--- config.mk ---
export PLATFORM = sky130hd
export DESIGN_NAME = mem_access_seq
export DESIGN_NICKNAME = d
export VERILOG_FILES = /design/src/rtl/mem_access_seq.sv
export SDC_FILE = /design/constraint.sdc
export NUM_CORES = 1
export LEC_CHECK = 0
export BUFFER_PORTS_ARGS = -buffer_cell sky130_fd_sc_hd__buf_4
export CORE_MARGIN = 2
export CORE_UTILIZATION = 45
export DETAILED_ROUTE_END_ITERATION = 10
export GPL_TIMING_DRIVEN = 1
export PLACE_DENSITY = 0.67
export SETUP_SLACK_MARGIN = 0.15
export SLEW_MARGIN = 20
export SYNTH_ARGS = -nofsm -noshare
export SYNTH_HDL_FRONTEND = slang
export SYNTH_SLANG_ARGS = --single-unit
--- constraint.sdc ---
create_clock -name clk -period 3.7 [get_ports clk]
set_input_delay 0.185 -clock clk [delete_from_list [all_inputs] [get_ports clk]]
set_output_delay 0.185 -clock clk [all_outputs]
set_load 0.1 [all_outputs]
--- src/rtl/mem_access_seq.sv ---
// Memory access sequencer: word/byte loads and stores with optional pointer
// indirection, per-access wait timeout, and a valid/ready response channel.
module mem_access_seq #(
    parameter int DATA_W  = 16,
    parameter int ADDR_W  = 16,
    parameter int MAX_IND = 2,
    parameter int TIMEOUT = 255,
    localparam int NB = DATA_W / 8,
    localparam int LB = $clog2(NB),
    localparam int IW = (MAX_IND > 0) ? $clog2(MAX_IND + 1) : 1
) (
    input  logic              clk,
    input  logic              reset,
    input  logic              req_valid,
    output logic              req_ready,
    input  logic              req_write,
    input  logic              req_byte,
    input  logic [IW-1:0]     req_ind,
    input  logic [ADDR_W-1:0] req_addr,
    input  logic [DATA_W-1:0] req_wdata,
    output logic              rsp_valid,
    input  logic              rsp_ready,
    output logic [DATA_W-1:0] rsp_data,
    output logic              rsp_err,
    output logic              mem_read,
    output logic              mem_write,
    output logic [ADDR_W-1:0] mem_address,
    output logic [DATA_W-1:0] mem_wdata,
    output logic [NB-1:0]     mem_byte_enable,
    input  logic [DATA_W-1:0] mem_rdata,
    input  logic              mem_resp
);

    localparam int WW    = (TIMEOUT > 0) ? $clog2(TIMEOUT + 1) : 1;
    localparam int TO_M1 = (TIMEOUT > 0) ? TIMEOUT - 1 : 0;

    typedef enum logic [2:0] {IDLE, PTR, LOAD, STORE, DONE} state_t;

    state_t              state_q, state_d;
    logic [ADDR_W-1:0]   addr_q, addr_d;
    logic [IW-1:0]       ind_q, ind_d;
    logic                write_q, write_d;
    logic                byte_q, byte_d;
    logic [DATA_W-1:0]   wdata_q, wdata_d;
    logic [WW-1:0]       wait_q, wait_d;
    logic [DATA_W-1:0]   rsp_data_q, rsp_data_d;
    logic                rsp_err_q, rsp_err_d;
    logic                rsp_valid_q, rsp_valid_d;
    logic                req_ready_q, req_ready_d;
    logic                mem_read_q, mem_read_d;
    logic                mem_write_q, mem_write_d;
    logic [ADDR_W-1:0]   mem_address_q, mem_address_d;
    logic [DATA_W-1:0]   mem_wdata_q, mem_wdata_d;
    logic [NB-1:0]       mem_byte_enable_q, mem_byte_enable_d;

    logic                timed_out;
    logic [DATA_W-1:0]   rdata_shifted;

    assign timed_out     = (TIMEOUT != 0) && (wait_q == WW'(TO_M1));
    assign rdata_shifted = mem_rdata >> {addr_q[LB-1:0], 3'b000};

    always_comb begin
        state_d    = state_q;
        addr_d     = addr_q;
        ind_d      = ind_q;
        write_d    = write_q;
        byte_d     = byte_q;
        wdata_d    = wdata_q;
        wait_d     = wait_q;
        rsp_data_d = rsp_data_q;
        rsp_err_d  = rsp_err_q;

        case (state_q)
            IDLE: begin
                if (req_valid) begin
                    addr_d     = req_addr;
                    ind_d      = req_ind;
                    write_d    = req_write;
                    byte_d     = req_byte;
                    wdata_d    = req_wdata;
                    wait_d     = '0;
                    rsp_data_d = '0;
                    rsp_err_d  = 1'b0;
                    if ((!req_byte && req_addr[LB-1:0] != '0) || req_ind > IW'(MAX_IND)) begin
                        state_d   = DONE;
                        rsp_err_d = 1'b1;
                    end else if (req_ind != '0) begin
                        state_d = PTR;
                    end else begin
                        state_d = req_write ? STORE : LOAD;
                    end
                end
            end
            PTR: begin
                if (mem_resp) begin
                    addr_d = mem_rdata[ADDR_W-1:0];
                    ind_d  = ind_q - IW'(1);
                    wait_d = '0;
                    if (ind_q != IW'(1)) begin
                        state_d = PTR;
                    end else if (!byte_q && mem_rdata[LB-1:0] != '0) begin
                        // final pointer cannot address a word access
                        state_d   = DONE;
                        rsp_err_d = 1'b1;
                    end else begin
                        state_d = write_q ? STORE : LOAD;
                    end
                end else if (timed_out) begin
                    state_d   = DONE;
                    rsp_err_d = 1'b1;
                end else begin
                    wait_d = wait_q + WW'(1);
                end
            end
            LOAD, STORE: begin
                if (mem_resp) begin
                    state_d = DONE;
                    if (state_q == LOAD) begin
                        rsp_data_d = byte_q ? {{(DATA_W-8){1'b0}}, rdata_shifted[7:0]} : mem_rdata;
                    end
                end else if (timed_out) begin
                    state_d   = DONE;
                    rsp_err_d = 1'b1;
                end else begin
                    wait_d = wait_q + WW'(1);
                end
            end
            DONE: begin
                if (rsp_ready) begin
                    state_d    = IDLE;
                    rsp_data_d = '0;
                    rsp_err_d  = 1'b0;
                end
            end
            default: state_d = IDLE;
        endcase

        // Bus outputs are registered from the next-state view so they line up with the state.
        req_ready_d   = (state_d == IDLE);
        rsp_valid_d   = (state_d == DONE);
        mem_read_d    = (state_d == PTR) || (state_d == LOAD);
        mem_write_d   = (state_d == STORE);
        mem_address_d = (mem_read_d || mem_write_d) ? {addr_d[ADDR_W-1:LB], {LB{1'b0}}} : '0;
        mem_wdata_d   = '0;
        if (mem_write_d) begin
            mem_wdata_d = byte_d ? {NB{wdata_d[7:0]}} : wdata_d;
        end
        mem_byte_enable_d = '0;
        if (mem_read_d || (mem_write_d && !byte_d)) begin
            mem_byte_enable_d = '1;
        end else if (mem_write_d) begin
            mem_byte_enable_d = NB'(1) << addr_d[LB-1:0];
        end
    end

    always_ff @(posedge clk) begin
        if (reset) begin
            state_q           <= IDLE;
            addr_q            <= '0;
            ind_q             <= '0;
            write_q           <= 1'b0;
            byte_q            <= 1'b0;
            wdata_q           <= '0;
            wait_q            <= '0;
            rsp_data_q        <= '0;
            rsp_err_q         <= 1'b0;
            rsp_valid_q       <= 1'b0;
            req_ready_q       <= 1'b1;
            mem_read_q        <= 1'b0;
            mem_write_q       <= 1'b0;
            mem_address_q     <= '0;
            mem_wdata_q       <= '0;
            mem_byte_enable_q <= '0;
        end else begin
            state_q           <= state_d;
            addr_q            <= addr_d;
            ind_q             <= ind_d;
            write_q           <= write_d;
            byte_q            <= byte_d;
            wdata_q           <= wdata_d;
            wait_q            <= wait_d;
            rsp_data_q        <= rsp_data_d;
            rsp_err_q         <= rsp_err_d;
            rsp_valid_q       <= rsp_valid_d;
            req_ready_q       <= req_ready_d;
            mem_read_q        <= mem_read_d;
            mem_write_q       <= mem_write_d;
            mem_address_q     <= mem_address_d;
            mem_wdata_q       <= mem_wdata_d;
            mem_byte_enable_q <= mem_byte_enable_d;
        end
    end

    assign req_ready       = req_ready_q;
    assign rsp_valid       = rsp_valid_q;
    assign rsp_data        = rsp_data_q;
    assign rsp_err         = rsp_err_q;
    assign mem_read        = mem_read_q;
    assign mem_write       = mem_write_q;
    assign mem_address     = mem_address_q;
    assign mem_wdata       = mem_wdata_q;
    assign mem_byte_enable = mem_byte_enable_q;

endmodule

==> impl_metrics.py, run 1 <==
metrics = {
    "final_layout": {
        "nets": 612,
        "drive_gt1_share_pct": 26.6,
        "antennaDiodeCount": 0,
        "multi_input_area_um2": 2020,
        "final_core_util_pct": 57.5,
        "fin_area_um2": 5270,
        "n_fill_cell": 828,
        "regArea_um2": 2020,
        "area_growth_pct": 25.1,
    },
    "hold_path": {
        "hp-class": "primary input to flip-flop",
        "min_path_cells": 3,
    },
    "power_and_ir_drop": {
        "peakVddDrop_uv": 277,
        "p_total_mw": 2.56,
        "powerDensity_nw_per_um2": 487,
        "p_leak_nw": 2.18,
    },
    "floorplan": {
        "io_pins": 112,
        "start_util_pct": 46.0,
        "die_h_um": 101,
        "die_area_um2": 10100,
        "coreArea_um2": 9150,
        "num_rows": 35,
        "die_w_um": 101,
    },
    "global_routing": {
        "antenna_found_initial": 0,
        "gr-usage-all-layers_pct": 22.0,
        "grt_max_degree": 67,
        "grt_pass1_vias": 3537,
        "grt_pass1_wl_um": 17600,
        "gr-total-overflow": 0,
    },
    "timing": {
        "fmax_mhz": 400,
        "post-route-min-period_ps": 2500,
        "setup_viol": 0,
        "slew_headroom_pct": 37.5,
        "totalNegativeSetupSlack_ps": 0,
        "tightest_slew_ps": 937,
        "hold_viol_final": 0,
        "fin_crit_sh_pct": 67.5,
        "rsz0062_at_grt": "no",
        "clock_skew_ps": 20.3,
        "slew_violations": 0,
    },
    "logic_synthesis": {
        "muxShareOfSynthArea_pct": 6.18,
        "async_flop_share_pct": 0,
        "synthSimpleGateAreaFrac_pct": 18.9,
        "yosysWarningCount": 0,
        "synth_top_family_by_area": "compound AO/OA/AOI/OAI gates",
        "synthFlopType": "dfxtp_1",
        "synth.distinct_cells": 55,
        "syn-cell-area_um2": 4210,
        "seq_area_frac_synth_pct": 48.0,
        "synth-edff-count": 0,
        "synth_nets": 520,
        "synth_cells": 460,
        "synthXorXnorAreaFrac_pct": 0.416,
        "synth_compound_area_share_pct": 21.3,
        "synthAdderAreaFrac_pct": 0.892,
        "ys_ff_latch": 101,
        "syn_area_per_cell_um2": 9.15,
    },
    "detailed_routing": {
        "vias": 3666,
        "drtAntennaViolNets": 0,
        "viasPerCell": 5.49,
        "wl_per_cell_um": 16.4,
        "routed_wl_um": 10900,
        "drc": 0,
        "first_pass_iters": 5,
        "drtIter0Drc": 166,
    },
    "placement": {
        "io_buffers": 110,
        "dp_hpwl_um": 7590,
        "placed_area_um2": 5040,
        "gp_congestion": 0.849,
    },
    "worst_setup_path": {
        "timing.rr.end": "mem_byte_enable[1]",
        "r2r_setup_slack_ps": 1200,
        "setup.worst_path.start": "state_q[2]",
        "critPathArrivalTime_ps": 2740,
        "end_kind": "flip-flop",
        "reg2reg_from": "state_q[2]",
        "crit_type": "flip-flop to flip-flop",
        "cp_max_fo": 22,
        "cp-start-kind": "flip-flop",
        "rr_worst_depth": 5,
        "cp.required_ps": 3950,
        "cp-endpoint": "mem_byte_enable[1]",
    },
    "clocking": {
        "cts_buffer_depth": 2,
        "numCtsBuffers": 9,
        "cts_hold_buffers": 0,
        "cts_tree": "yes",
        "root_buffer": "clkbuf_8",
        "insertion_delay_ps": 380,
        "clkSinkCount": 101,
        "cts_resized": 0,
        "cts_setup_buffers": 0,
        "cts_max_level": 3,
        "clkTransAtPathRegs_ps": 120,
    },
    "job": {
        "cap_viol_max_count": 0,
    },
    "outcome": {
        "status": "complete, no violations",
    },
}
==> per-stage QoR <==
step / cells / setup slack, ps / hold WS [ps]
floorplan: 460 / 1980 / 321
global placement: 652 / 1300 / 437
detailed placement: 652 / 1240 / 443
CTS: 668 / 1220 / 41.7
global route: 668 / 1010 / 45.4
finish: 668 / 1200 / 54.6
==> Yosys cell counts, drive strengths merged (7+ instances only) <==
cell	instances	area share [%]
mux2i	26	6.2
or3	9	1.3
nor2b	12	1.8
a211oi	20	3.6
nand3	19	2.3
buf	18	2.5
clkbuf	13	1.2
nor2	32	2.9
nand2	56	5.0
nand2b	7	1.0
dfxtp	101	48
a22oi	16	2.9
a21oi	59	7.3
a21boi	16	3.7
==> state kept, by name, indices dropped and copies added, names as in the netlist <==
signal and count:
mem_address 15, rsp_err 1, mem_read 1, wdata_q 16
ind_q 2, mem_byte_enable 2, req_ready 1, byte_q 1
state_q 3, wait_q 8, addr_q 16, rsp_data 16
mem_wdata 16, mem_write 1, rsp_valid 1, write_q 1
==> metal layers <==
layer	wire length, um	vias to the layer above	track usage, %
met5	0	-	0
met4	112	0	6.01
met3	531	11	4.65
met2	5270	91	35.0
met1	5010	1747	30.2
li1	-	1817	-
==> final cells by class <==
type	count	share of cell area (%)
clock buffers	9	2.35
clock inverters	7	1.90
inverters	5	0.356
multi-input cells	323	38.4
flip-flops and latches	101	38.4
well taps	111	2.64
repair buffers	112	16.0
==> kinds of logic (layout without fill, tap and decap cells) <==
group / Yosys count / count (layout)
AND/OR/NAND/NOR: 159 / 159
AO/OA/AOI/OAI: 132 / 132
flip-flops: 101 / 101
buffers and inverters: 36 / 133
multiplexers: 26 / 26
adder cells (fa/ha/maj): 3 / 3
XOR/XNOR: 2 / 2
other: 1 / 1
==> how the worst min path moves through the flow <==
stage	start	endpoint	slack [ps]
floorplan	req_wdata[10]	wdata_q[10]	320
global placement	wdata_q[10]	wdata_q[10]	440
detailed placement	wdata_q[8]	wdata_q[8]	440
CTS	req_wdata[10]	wdata_q[10]	40
global route	req_wdata[11]	wdata_q[11]	50
finish	req_wdata[13]	wdata_q[13]	50
==> worst max-delay path: stages (launching register included) <==
cell      delay (ps)
dfxtp_1          490
and4bb_1         960
nor2_2           330
a21oi_1          330
nor2b_1          190
o22ai_2           70
==> power by group <==
| group | internal (mW) | switching [mW] | total, mW |
|---|---|---|---|
| combinational | 0.187 | 0.408 | 0.596 |
| clock | 0.336 | 0.438 | 0.774 |
| sequential | 1.15 | 0.0418 | 1.19 |
==> layout by cell type (no fill, tap or decap), types with 3 or more instances in the layout <==
cell type / netlist / final
buf_4: 4 / 112
dfxtp_1: 101 / 101
a21oi_1: 58 / 58
nand2_1: 56 / 56
nor2_1: 31 / 31
mux2i_1: 26 / 26
a211oi_1: 20 / 20
nand3_1: 19 / 19
a22oi_1: 16 / 16
nor2b_1: 12 / 12
or3_1: 9 / 9
a21boi_2: 9 / 9
clkbuf_8: 0 / 9
nand2b_1: 7 / 7
a21boi_0: 7 / 7
inv_1: 5 / 5
nor3_1: 5 / 5
nand3b_1: 4 / 4
o21ai_0: 3 / 3
ha_1: 3 / 3
inv_6: 0 / 3
(Power assumes the default switching activity.)
==> run 2: changes to the inputs <==
--- a/config.mk
+++ b/config.mk
@@ -10,7 +10,7 @@
 export CORE_UTILIZATION = 45
 export DETAILED_ROUTE_END_ITERATION = 10
 export GPL_TIMING_DRIVEN = 1
-export PLACE_DENSITY = 0.67
+export PLACE_DENSITY = 0.7
 export SETUP_SLACK_MARGIN = 0.15
 export SLEW_MARGIN = 20
 export SYNTH_ARGS = -nofsm -noshare
==> constraint.sdc (replaced) <==
create_clock -name clk -period 2.1 [get_ports clk]
set_input_delay 0.105 -clock clk [delete_from_list [all_inputs] [get_ports clk]]
set_output_delay 0.105 -clock clk [all_outputs]
set_load 0.1 [all_outputs]
==> impl_metrics.py, run 2 (synthesis gave the netlist of run 1 again) <==
metrics = {
    "timing": {
        "fmax_mhz": 536,
        "rsz0062_at_grt": "no",
        "slew_headroom_pct": 61.3,
        "hold_viol_final": 0,
        "hold_ws_ps": 13.6,
        "tightest_slew_ps": 579,
        "slew_violations": 0,
        "clock_skew_ps": 12.8,
        "setup_viol": 0,
        "fin_crit_sh_pct": 88.8,
        "post-route-min-period_ps": 1860,
        "totalNegativeSetupSlack_ps": 0,
    },
    "global_routing": {
        "grt_pass1_vias": 3617,
        "antenna_found_initial": 0,
        "grt_max_degree": 48,
        "grt_pass1_wl_um": 18000,
        "gr-usage-all-layers_pct": 22.7,
        "gr-total-overflow": 0,
    },
    "detailed_routing": {
        "drtAntennaViolNets": 0,
        "drtIter0Drc": 174,
        "m1WireLength_um": 5240,
        "vias": 3818,
        "viasPerCell": 5.45,
        "drc": 0,
        "wl_per_cell_um": 16.8,
        "dr.max_layer_used": "met4",
        "routed_wl_um": 11800,
        "dr_wl_met2_um": 5800,
        "route.met3.wl_um": 473,
        "first_pass_iters": 4,
    },
    "clocking": {
        "numCtsBuffers": 9,
        "cts_buffer_depth": 2,
        "insertion_delay_ps": 380,
        "clkTransAtPathRegs_ps": 100,
        "root_buffer": "clkbuf_8",
        "cts_max_level": 3,
        "clkSinkCount": 101,
        "cts_tree": "yes",
    },
    "worst_setup_path": {
        "cp-start-kind": "flip-flop",
        "crit_type": "flip-flop to flip-flop",
        "cp_max_fo": 8,
        "cp.required_ps": 2400,
        "critPathArrivalTime_ps": 2170,
        "end_kind": "flip-flop",
    },
    "placement": {
        "io_buffers": 110,
        "gp_congestion": 0.849,
        "placed_area_um2": 5130,
        "dp_hpwl_um": 7720,
    },
    "final_layout": {
        "nets": 645,
        "fin_area_um2": 5670,
        "n_fill_cell": 782,
        "mostFrequentLayoutCell": "buf_4",
        "antennaDiodeCount": 0,
        "mostFrequentLayoutCells": "buf_4 (124), dfxtp_1 (97), a21oi_1 (57), nand2_1 (56), nor2_1 (31)",
        "area_growth_pct": 34.6,
        "drive_gt1_share_pct": 29.8,
    },
    "floorplan": {
        "die_area_um2": 10100,
        "num_rows": 35,
        "die_h_um": 101,
        "coreArea_um2": 9150,
        "start_util_pct": 46.0,
        "io_pins": 112,
        "die_w_um": 101,
    },
    "outcome": {
        "status": "complete, no violations",
    },
    "power_and_ir_drop": {
        "peakVddDrop_uv": 559,
        "p_leak_nw": 2.36,
        "powerDensity_nw_per_um2": 796,
    },
    "hold_path": {
        "hp-class": "primary input to flip-flop",
    },
    "job": {
        "cap_viol_max_count": 0,
    },
}
-- run 2: cell types whose count changed in the layout (fill, tap and decap cells not counted), sizes merged --
cell         delta
buf            +14
bufinv          -1
clkbuf          +2
nand3b          +2
dlygate4sd3    +16
-- run 2: critical path, cell delays in order (launching register included) --
cell,delay (ps)
dfxtp_4,390
inv_4,50
ha_4,150
nand4_1,180
o21bai_4,140
o221a_4,300
a21oi_4,240
clkbuf_16,200
a21boi_0,150
-- run 2: path summary, 6_finish.rpt --
path / slack, ps / cells past startpoint / from / endpoint
worst max-delay path: 240 / 8 / wait_q[0] / mem_address[6]
worst min-delay path: 10 / 3 / mem_rdata[15] / rsp_data[15]
worst max register to register: 240 / 8 / wait_q[0] / mem_address[6]
worst min register to register: 460 / 2 / rsp_data[4] / rsp_data[4]
-- run 2: stage by stage --
stage,utilization (%),instances,worst slack (ps),power [mW]
after floorplan,-,460,381,2.91
after global placement,56.0,662,150,3.21
after detailed placement,56.0,662,49.5,3.23
after CTS,60.3,695,107,4.47
after global routing,61.9,701,139,4.71
final,61.9,701,235,4.51
-- run 2: final cells by class --
type	count	area, um2	area share (%)
Sequential cell	101	2030	35.8
Timing Repair Buffer	143	1160	20.4
Multi-Input combinational cell	325	2120	37.5
Clock buffer	10	128	2.25
Inverter	5	21.3	0.375
Tap cell	111	139	2.45
Clock inverter	6	67.6	1.19
-- run 2: timing repair --
action | CTS | global route
pin swaps | 1 | 4
cloned | 1 | 2
hold buffers | 15 | 1
buffers inserted | 1 | 3
hold endpoints to repair | 18 | 1
resized for setup | 3 | 20
endpoints found under the setup margin | 31 | 43
-- run 2: report_power, final --
part | total [mW] | internal, mW | leakage [nW] | switching [mW]
Clock | 1.22 | 0.469 | 0.0978 | 0.751
Sequential | 2.09 | 2.03 | 0.824 | 0.0580
Combinational | 1.20 | 0.422 | 1.44 | 0.780
Total | 4.51 | 2.92 | 2.36 | 1.59
-- run 2: layer usage --
| metal | track usage [%] | vias to the layer above |
|---|---|---|
| met2 | 36.1 | 89 |
| met3 | 5.89 | 18 |
| met1 | 30.1 | 1824 |
| li1 | - | 1887 |
| met4 | 7.90 | 0 |
| met5 | 0 | - |
==> run 3: changes to the inputs <==
--- a/config.mk
+++ b/config.mk
@@ -5,12 +5,13 @@
 export SDC_FILE = /design/constraint.sdc
 export NUM_CORES = 1
 export LEC_CHECK = 0
+export ABC_AREA = 1
 export BUFFER_PORTS_ARGS = -buffer_cell sky130_fd_sc_hd__buf_4
 export CORE_MARGIN = 2
 export CORE_UTILIZATION = 45
 export DETAILED_ROUTE_END_ITERATION = 10
 export GPL_TIMING_DRIVEN = 1
-export PLACE_DENSITY = 0.7
+export PLACE_DENSITY = 0.69
 export SETUP_SLACK_MARGIN = 0.15
 export SLEW_MARGIN = 20
 export SYNTH_ARGS = -nofsm -noshare
==> impl_metrics.py, run 3 <==
metrics = {
    "outcome": {
        "status": "complete, no violations",
    },
    "floorplan": {
        "io_pins": 112,
        "num_rows": 36,
        "coreArea_um2": 9590,
        "die_w_um": 103,
        "die_h_um": 103,
        "start_util_pct": 45.7,
        "die_area_um2": 10500,
    },
    "logic_synthesis": {
        "synth_area_leaders": "dfxtp_1 (46%), nand2_1 (9.8%), nor2_1 (6.3%)",
        "synth_top_family_by_area": "simple AND/OR/NAND/NOR gates",
        "synth_nets": 643,
        "synthXorXnorAreaFrac_pct": 0.599,
        "syn-cell-area_um2": 4380,
        "seq_area_frac_synth_pct": 46.1,
        "synth_top_cell_area_share_pct": 46.1,
        "synthTopCellsByCount": "nand2_1 (115), dfxtp_1 (101), nor2_1 (73)",
        "synthSimpleGateAreaFrac_pct": 28.5,
        "synth_compound_area_share_pct": 14.2,
        "yosysMostFrequentCell": "nand2_1",
        "async_flop_share_pct": 0,
        "synthAdderAreaFrac_pct": 0.856,
        "synth_area_leader_cell": "dfxtp_1",
        "yosysWarningCount": 0,
        "synth_cells": 583,
        "synthFlopType": "dfxtp_1",
        "syn_area_per_cell_um2": 7.52,
        "synth.distinct_cells": 35,
        "ys_ff_latch": 101,
        "synth-edff-count": 0,
        "muxShareOfSynthArea_pct": 0,
    },
    "timing": {
        "tightest_slew_ps": 599,
        "post-route-min-period_ps": 1810,
        "rsz0062_at_grt": "yes",
        "fmax_mhz": 552,
        "totalNegativeSetupSlack_ps": 0,
        "clock_skew_ps": 7.86,
        "slew_headroom_pct": 60.0,
        "slew_violations": 0,
        "hold_viol_final": 0,
        "setup_viol": 0,
        "fin_crit_sh_pct": 86.2,
    },
    "global_routing": {
        "gr-usage-all-layers_pct": 21.9,
        "antenna_found_initial": 0,
        "grt_pass1_vias": 3880,
        "gr-total-overflow": 0,
        "grt_max_degree": 28,
        "grt_pass1_wl_um": 18300,
    },
    "worst_setup_path": {
        "critPathArrivalTime_ps": 2090,
        "critPathSlowestCell": "dfxtp_1",
        "rr_worst_depth": 8,
        "slowest_delay_ps": 390,
        "crit_chain": "inv_2, nand2_2, nor2_1, nand2_1, o21ai_1, or2_1, nand2_1, a21oi_1",
        "end_kind": "flip-flop",
        "cp_max_fo": 9,
        "r2r_setup_slack_ps": 290,
        "crit_type": "flip-flop to flip-flop",
        "crit_top_cell": "nand2_1",
        "reg2reg_from": "state_q[2]",
        "cp.required_ps": 2380,
        "cp-start-kind": "flip-flop",
        "timing.rr.end": "wait_q[6]",
    },
    "final_layout": {
        "area_growth_pct": 27.3,
        "drive_gt1_share_pct": 27.0,
        "antennaDiodeCount": 0,
        "nets": 755,
        "mostFrequentLayoutCell": "buf_4",
        "mostFrequentLayoutCells": "buf_4 (120), nand2_1 (114), dfxtp_1 (101), nor2_1 (73), inv_1 (71)",
        "final_core_util_pct": 58.2,
    },
    "hold_path": {
        "hp-start": "req_wdata[5]",
        "holdPathEnd": "wdata_q[5]",
        "hp-class": "primary input to flip-flop",
        "min_path_cells": 3,
    },
    "clocking": {
        "clkSinkCount": 101,
        "numCtsBuffers": 9,
        "clkTransAtPathRegs_ps": 90,
        "cts_buffer_depth": 2,
        "root_buffer": "clkbuf_8",
        "cts_max_level": 3,
        "cts_tree": "yes",
        "insertion_delay_ps": 350,
    },
    "detailed_routing": {
        "viasPerCell": 4.86,
        "drtAntennaViolNets": 0,
        "drc": 0,
        "first_pass_iters": 4,
        "drtIter0Drc": 188,
        "routed_wl_um": 11200,
        "vias": 4045,
        "wl_per_cell_um": 13.5,
    },
    "job": {
        "cap_viol_max_count": 0,
    },
    "placement": {
        "dp_hpwl_um": 8210,
        "gp_congestion": 0.884,
        "io_buffers": 110,
    },
    "power_and_ir_drop": {
        "peakVddDrop_uv": 454,
        "powerDensity_nw_per_um2": 888,
        "p_leak_nw": 2.74,
    },
}
==> run 3: final cells by class <==
| type | instances | area (um2) |
|---|---|---|
| clock buffer | 10 | 128 |
| clock inverter | 6 | 95.1 |
| fill | 919 | 4010 |
| inverter | 76 | 288 |
| multi-input combinational | 385 | 1960 |
| sequential | 101 | 2020 |
| tap | 133 | 166 |
| timing repair buffer | 122 | 921 |
==> run 3: cells by family after synthesis <==
family                     count (synthesis)
AOI/OAI and AO/OA                        110
xor gates and xnor gates                   3
adders and majority gates                  3
buffers and inverters                     98
DFF                                      101
other                                      1
and+or+nand+nor                          267
==> run 3: per-stage QoR <==
stage | hold WS (ps) | total power, mW | area (um2) | cells | worst slack [ps]
floorplan | 240 | 3.27 | 4380 | 583 | 535
global placement | 358 | 3.59 | 5280 | 810 | 262
detailed placement | 370 | 3.61 | 5280 | 810 | 253
CTS | 3.35 | 4.97 | 5530 | 828 | 223
global route | 18.2 | 5.22 | 5580 | 833 | 86.7
finish | 12.6 | 4.96 | 5580 | 833 | 289
==> run 3: how the worst max path moves through the flow <==
stage,from,to
floorplan,wait_q[0],mem_write
global placement,state_q[2],addr_q[1]
detailed placement,state_q[2],addr_q[1]
CTS,state_q[2],addr_q[1]
global route,state_q[2],wait_q[7]
finish,state_q[2],wait_q[6]
==> run 3: what timing repair did <==
action	4_1_cts	5_1_grt
setup buffers	0	4
hold buffers	2	0
hold endpoints to repair	2	0
resized for setup	0	6
setup endpoints to repair	0	51
==> run 3: layer usage <==
metal  vias to the layer above  share of wire, %  track usage (%)
met5                         -                 0                0
met4                         0               1.3             6.77
met2                       138                47             36.0
met3                        14               7.1             4.54
li1                       2051                 -                -
met1                      1842                45             29.1
==> run 3: where the power goes <==
part	switching (mW)	leakage, nW	total, mW	internal (mW)
clock	0.670	0.105	1.35	0.685
sequential	0.0707	0.825	2.13	2.06
combinational	1.05	1.81	1.47	0.422
==> run 3: critical path, delay by kind of cell (launching register included) <==
family                 cells  cell delay (ps)
AOI/OAI and AO/OA          2              300
buffers and inverters      1              150
DFF                        1              390
and+or+nand+nor            5              910
